`src/rtl/seg7_debug_mux.sv`:
```
// seg7_debug_mux: multiplexed 7-segment debug display with debounced channel select and CPU run/step clock enable
//   clk100MHz  system clock
//   rst        asynchronous active-high reset
//   ch_data    N_CH packed debug words, channel k at [k*DATA_W +: DATA_W]
//   btn_sel    raw button, advances the displayed channel
//   btn_step   raw button, issues one cpu_en pulse in step mode
//   mode_run   raw switch, 1 = free-running cpu_en, 0 = single-step
//   cpu_en     one-cycle CPU clock-enable pulse
//   seg/dp/an  active-low segments (bit0=a), decimal point and one-hot-low digit strobes
//   ch_idx     currently displayed channel
module seg7_debug_mux #(
  parameter int N_CH = 4,
  parameter int DATA_W = 32,
  parameter int N_DIGITS = 8,
  parameter int SCAN_DIV = 100000,
  parameter int DEB_CYCLES = 1000000,
  parameter int RUN_DIV = 5000000,
  localparam int CW = (N_CH > 1) ? $clog2(N_CH) : 1
) (
  input  logic                     clk100MHz,
  input  logic                     rst,
  input  logic [N_CH*DATA_W-1:0]   ch_data,
  input  logic                     btn_sel,
  input  logic                     btn_step,
  input  logic                     mode_run,
  output logic                     cpu_en,
  output logic [6:0]               seg,
  output logic                     dp,
  output logic [N_DIGITS-1:0]      an,
  output logic [CW-1:0]            ch_idx
);
  localparam int DW = (N_DIGITS > 1) ? $clog2(N_DIGITS) : 1;
  localparam int SW = (SCAN_DIV > 1) ? $clog2(SCAN_DIV) : 1;
  localparam int DBW = (DEB_CYCLES > 1) ? $clog2(DEB_CYCLES) : 1;
  localparam int RW = (RUN_DIV > 1) ? $clog2(RUN_DIV) : 1;
  localparam int NV = (DATA_W / 4 < N_DIGITS) ? DATA_W / 4 : N_DIGITS;
  localparam logic [6:0] GLYPH [16] = '{7'h40, 7'h79, 7'h24, 7'h30, 7'h19, 7'h12, 7'h02, 7'h78,
                                        7'h00, 7'h10, 7'h08, 7'h03, 7'h46, 7'h21, 7'h06, 7'h0E};
  // bit 0 = btn_sel path, bit 1 = btn_step path
  logic [1:0] s1, s2, deb, deb_d, press;
  logic [1:0][DBW-1:0] dcnt;
  logic ms1, run;
  logic [SW-1:0] presc;
  logic [DW-1:0] digit;
  logic [RW-1:0] rcnt;
  logic [DATA_W-1:0] word;
  logic [3:0] nib;
  logic blank, scan_tc, run_tc;
  assign scan_tc = presc == SW'(SCAN_DIV - 1);
  assign run_tc = rcnt == RW'(RUN_DIV - 1);
  always_ff @(posedge clk100MHz or posedge rst)
    if (rst) begin
      s1 <= '0;
      s2 <= '0;
      ms1 <= 1'b0;
      run <= 1'b0;
      deb <= '0;
      deb_d <= '0;
      press <= '0;
      dcnt <= '0;
    end else begin
      s1 <= {btn_step, btn_sel};
      s2 <= s1;
      ms1 <= mode_run;
      run <= ms1;
      deb_d <= deb;
      press <= deb & ~deb_d;
      // the counter only runs while the synchronised input disagrees with the debounced one
      for (int i = 0; i < 2; i++)
        if (s2[i] == deb[i]) dcnt[i] <= '0;
        else if (dcnt[i] == DBW'(DEB_CYCLES - 1)) begin
          deb[i] <= s2[i];
          dcnt[i] <= '0;
        end else dcnt[i] <= dcnt[i] + 1'b1;
    end
  always_ff @(posedge clk100MHz or posedge rst)
    if (rst) begin
      presc <= '0;
      digit <= '0;
      ch_idx <= '0;
    end else begin
      presc <= scan_tc ? '0 : presc + 1'b1;
      if (scan_tc) digit <= (digit == DW'(N_DIGITS - 1)) ? '0 : digit + 1'b1;
      if (press[0]) ch_idx <= (ch_idx == CW'(N_CH - 1)) ? '0 : ch_idx + 1'b1;
    end
  // holding the counter at 0 outside run mode makes every mode change restart a full period
  always_ff @(posedge clk100MHz or posedge rst)
    if (rst) begin
      rcnt <= '0;
      cpu_en <= 1'b0;
    end else begin
      rcnt <= (!run || run_tc) ? '0 : rcnt + 1'b1;
      cpu_en <= run ? run_tc : press[1];
    end
  always_comb begin
    word = '0;
    for (int k = 0; k < N_CH; k++) word = (ch_idx == CW'(k)) ? ch_data[k*DATA_W +: DATA_W] : word;
    nib = '0;
    blank = 1'b1;
    for (int k = 0; k < NV; k++)
      if (digit == DW'(k)) begin
        nib = word[k*4 +: 4];
        blank = 1'b0;
      end
  end
  // seg, dp and an share one register stage so the strobe never leads its segment pattern
  always_ff @(posedge clk100MHz or posedge rst)
    if (rst) begin
      seg <= 7'h7F;
      dp <= 1'b1;
      an <= '1;
    end else begin
      seg <= blank ? 7'h7F : GLYPH[nib];
      dp <= 32'(digit) != 32'(ch_idx);
      an <= ~(N_DIGITS'(1) << digit);
    end
endmodule

```
`config.mk`:
```
export PLATFORM = sky130hd
export DESIGN_NAME = seg7_debug_mux
export DESIGN_NICKNAME = d
export VERILOG_FILES = /design/src/rtl/seg7_debug_mux.sv
export SDC_FILE = /design/constraint.sdc
export NUM_CORES = 1
export LEC_CHECK = 0
export CAP_MARGIN = 30
export CORE_MARGIN = 3
export CORE_UTILIZATION = 55
export CTS_CLUSTER_DIAMETER = 50
export DETAILED_ROUTE_END_ITERATION = 8
export GPL_TIMING_DRIVEN = 1
export PLACE_DENSITY = 0.86
export SETUP_SLACK_MARGIN = 0.05
export SYNTH_ARGS = -nofsm -noshare
export SYNTH_HDL_FRONTEND = slang
export SYNTH_SLANG_ARGS = --single-unit
```
`constraint.sdc`:
```
create_clock -name clk100MHz -period 8.7 [get_ports clk100MHz]
set_input_delay 1.74 -clock clk100MHz [delete_from_list [all_inputs] [get_ports clk100MHz]]
set_output_delay 1.74 -clock clk100MHz [all_outputs]
set_load 0.03 [all_outputs]
```
==> metrics.cfg <==
[global_routing]
antenna_found_initial=0
grt_overflow=0
grt_max_degree=73
grt_first_pass_wirelength_microns=30900
grt_use_total=0.295
grt_pass1_vias=6061

[synth]
yosysSeqAreaShare=0.429
synth_cells=749
synthArstFlopShare=1.00
synth_edf_count=0
synthesis.area_sq_um=6700
synth_ff_type=dfrtp_1
syn_avg_cell_area_sq_um=8.95
synth_seq_cells=114
synth_warnings=0
synth_cell_types=64
synth_fp_nets=902

[clocking]
hold_buffers=0
htreeDepth=4
cts_tree=done
worst_skew_pair.late_latency_ns=0.42
cts.sinks=114
clock_path_buffers=2
postCtsSetupBuffers=0
cts-root-buf=clkbuf_16
clk_pin_slew_ns=0.05
cts-buffers-inserted=17
cts.repair.resized=0

[power]
swShare=0.239
power_mw=1.33
p_clk_frac=0.495
vdd_ir_drop_max_mv=0.117
power.leakage_nw=3.65
pwr-share-comb=0.094
seqPwrFrac=0.412
p_int_mw=1.01
p_switching_mw=0.318
power_density_nw_per_um2=151

[placement]
io_buffers=151
gp_congestion=0.887
preCtsSetupSlack_ns=4.37
hpwlAfterDp_microns=13300

[sta]
hold_violations=0
fin_tns_setup_ns=0
setup_viol_count_final=0
timing.fmax_mhz=246
clock_skew_ns=0.0219
fin_hold_ws_ns=0.349
worst_pin_slew_ns=1.03
worst_slack_ns=4.63
fin_crit_ns=4.07
fin_crit_sh=0.468
slew_headroom=0.317
rsz0062_at_grt=false
drv_slew=0

[detailed_routing]
drc=0
routedWlPerCell_microns=18.7
drtIter0Drc=511
ant_nets=0
vias=6208
drtPass1Iterations=5
viasPerCell=5.96
drt_wl_total_microns=19500

[worst_setup_path]
worst-r2r-setup-slack_ns=4.87
critPathLaunchType=input pin
required_ns=9.03
crit_type=input pin to register
crit_arrival_ns=4.40
crit_path_end_kind=register
cp_max_fo=8

[floorplan]
io_pins=152
die_area_sq_um=13600
die_w_microns=116
start_util=0.575
num_rows=39
die_h_microns=116
core-area_sq_um=11700

[layout]
drive_gt1_frac=0.0768
area.growth.synth_to_final_pct=30.9
postLayoutCoreUtil=0.753
antennaDiodeCount=0
fin_nets=1038

[flow_run]
drv_cap=0

[outcome]
status=completed

[worst_hold_path]
min_path_type=register to register

==> final timing paths <==
path | start | end | cells past startpoint
min in group asynchronous | rst | rcnt[0] | 2
min | ms1 | run | 0
max in group asynchronous | rst | presc[10] | 3
max reg2reg | ch_idx[1] | seg[4] | 12
max | ch_data[32] | seg[4] | 11
min reg2reg | ms1 | run | 0
==> stage by stage <==
stage / area [sq um] / std cells
final: 8780 / 1041
after global routing: 8780 / 1041
after CTS: 8780 / 1041
after detailed placement: 8220 / 1009
after global placement: 8220 / 1009
after floorplan: 6700 / 749
==> routing by layer <==
layer  up-vias  part of all wire  track usage
met5         -                 0            0
met4         0             0.029        0.112
met3        52             0.070       0.0637
met2       268              0.52        0.524
met1      3022              0.38        0.349
li1       2866                 -            -
==> power by group through the flow <==
stage / combinational [mW] / sequential [mW] / clock (mW)
floorplan: 0.0401 / 0.561 / 0
global placement: 0.120 / 0.554 / 0
detailed placement: 0.123 / 0.555 / 0
CTS: 0.125 / 0.546 / 0.661
global route: 0.135 / 0.547 / 0.690
finish: 0.124 / 0.546 / 0.657
==> state kept, by name, summed over array words and instances, names as in the netlist, 3 cells and up <==
| register | cells |
|---|---|
| rcnt | 23 |
| seg | 7 |
| digit | 3 |
| presc | 17 |
| dcnt | 40 |
| an | 8 |
==> kinds of logic (layout without fill, tap and decap cells) <==
group | after synthesis | after routing | synth area share
muxes | 11 | 11 | 0.0168
xor gates and xnor gates | 72 | 72 | 0.0941
adders and majority gates | 20 | 20 | 0.0373
AOI/OAI and AO/OA | 143 | 143 | 0.139
buffers and inverters | 77 | 226 | 0.0549
DFF | 114 | 114 | 0.429
and+or+nand+nor | 312 | 312 | 0.229
==> cell usage after synthesis, types with 3 or more instances <==
library cell  number  area (sq um)
o21ai_0           37           185
buf_2             12          60.1
ha_1              20           250
nand2b_1           5          31.3
nor4b_1            3          26.3
nand3b_1          14           105
dfstp_2           16           420
clkinv_1           3          11.3
o21a_1             7          52.6
nor4_1             6          37.5
buf_4              7          52.6
nor2_1            95           357
nand2_1           77           289
mux2i_1            9          90.1
clkbuf_1          14          52.6
a31oi_1           10          62.6
and2_1             4          25.0
nand4_1           11          68.8
dfrtp_1           98          2450
and3_1            11          68.8
o311ai_0           3          26.3
nor2b_1           18           113
nand3_1           37           185
xnor2_1           34           298
o22ai_1            4          25.0
a21oi_1           42           210
a22oi_1            4          30.0
inv_1             35           131
o31ai_1            3          22.5
nor3_1             8          40.0
or2_2              3          18.8
or3_1              4          25.0
a221oi_1          13           114
xor2_1            38           333
buf_6              5          56.3
==> final cells by class <==
type	count	area, sq um
fill	796	2880
clock inverter	14	133
inverter	38	145
clock buffer	18	429
tap	143	179
multi-input combinational	558	3470
sequential	114	2870
timing repair buffer	156	1550
==> layout by cell type, fill, tap and decap left out, types with 4 or more instances in the layout <==
cell             count
dfstp_2             16
nand2b_1             5
o21ai_0             37
dfrtp_1             98
nand2_1             77
nor2b_1             18
and3_1              11
clkbuf_16           17
and2_1               4
nor4_1               6
xnor2_1             34
or3_1                4
nor2_1              95
nor3_1               8
a221oi_1            13
ha_1                19
inv_1               34
mux2i_1              9
nand3b_1            14
nand4_1             11
a21oi_1             42
a31oi_1             10
clkinv_4             5
nand3_1             37
buf_4                5
xor2_1              38
o22ai_1              4
clkdlybuf4s50_1    151
o21a_1               7
a22oi_1              4
==> critical path, cell delays in order <==
cell	delay (ns)
clkdlybuf4s50_1	0.46
a21oi_1	0.06
a2111oi_0	0.43
nor3_1	0.10
nor4_1	0.42
o21ai_1	0.32
inv_1	0.17
ha_1	0.26
inv_1	0.07
mux2i_1	0.19
o2bb2ai_1	0.17
Power figures use the tool's default switching activity.
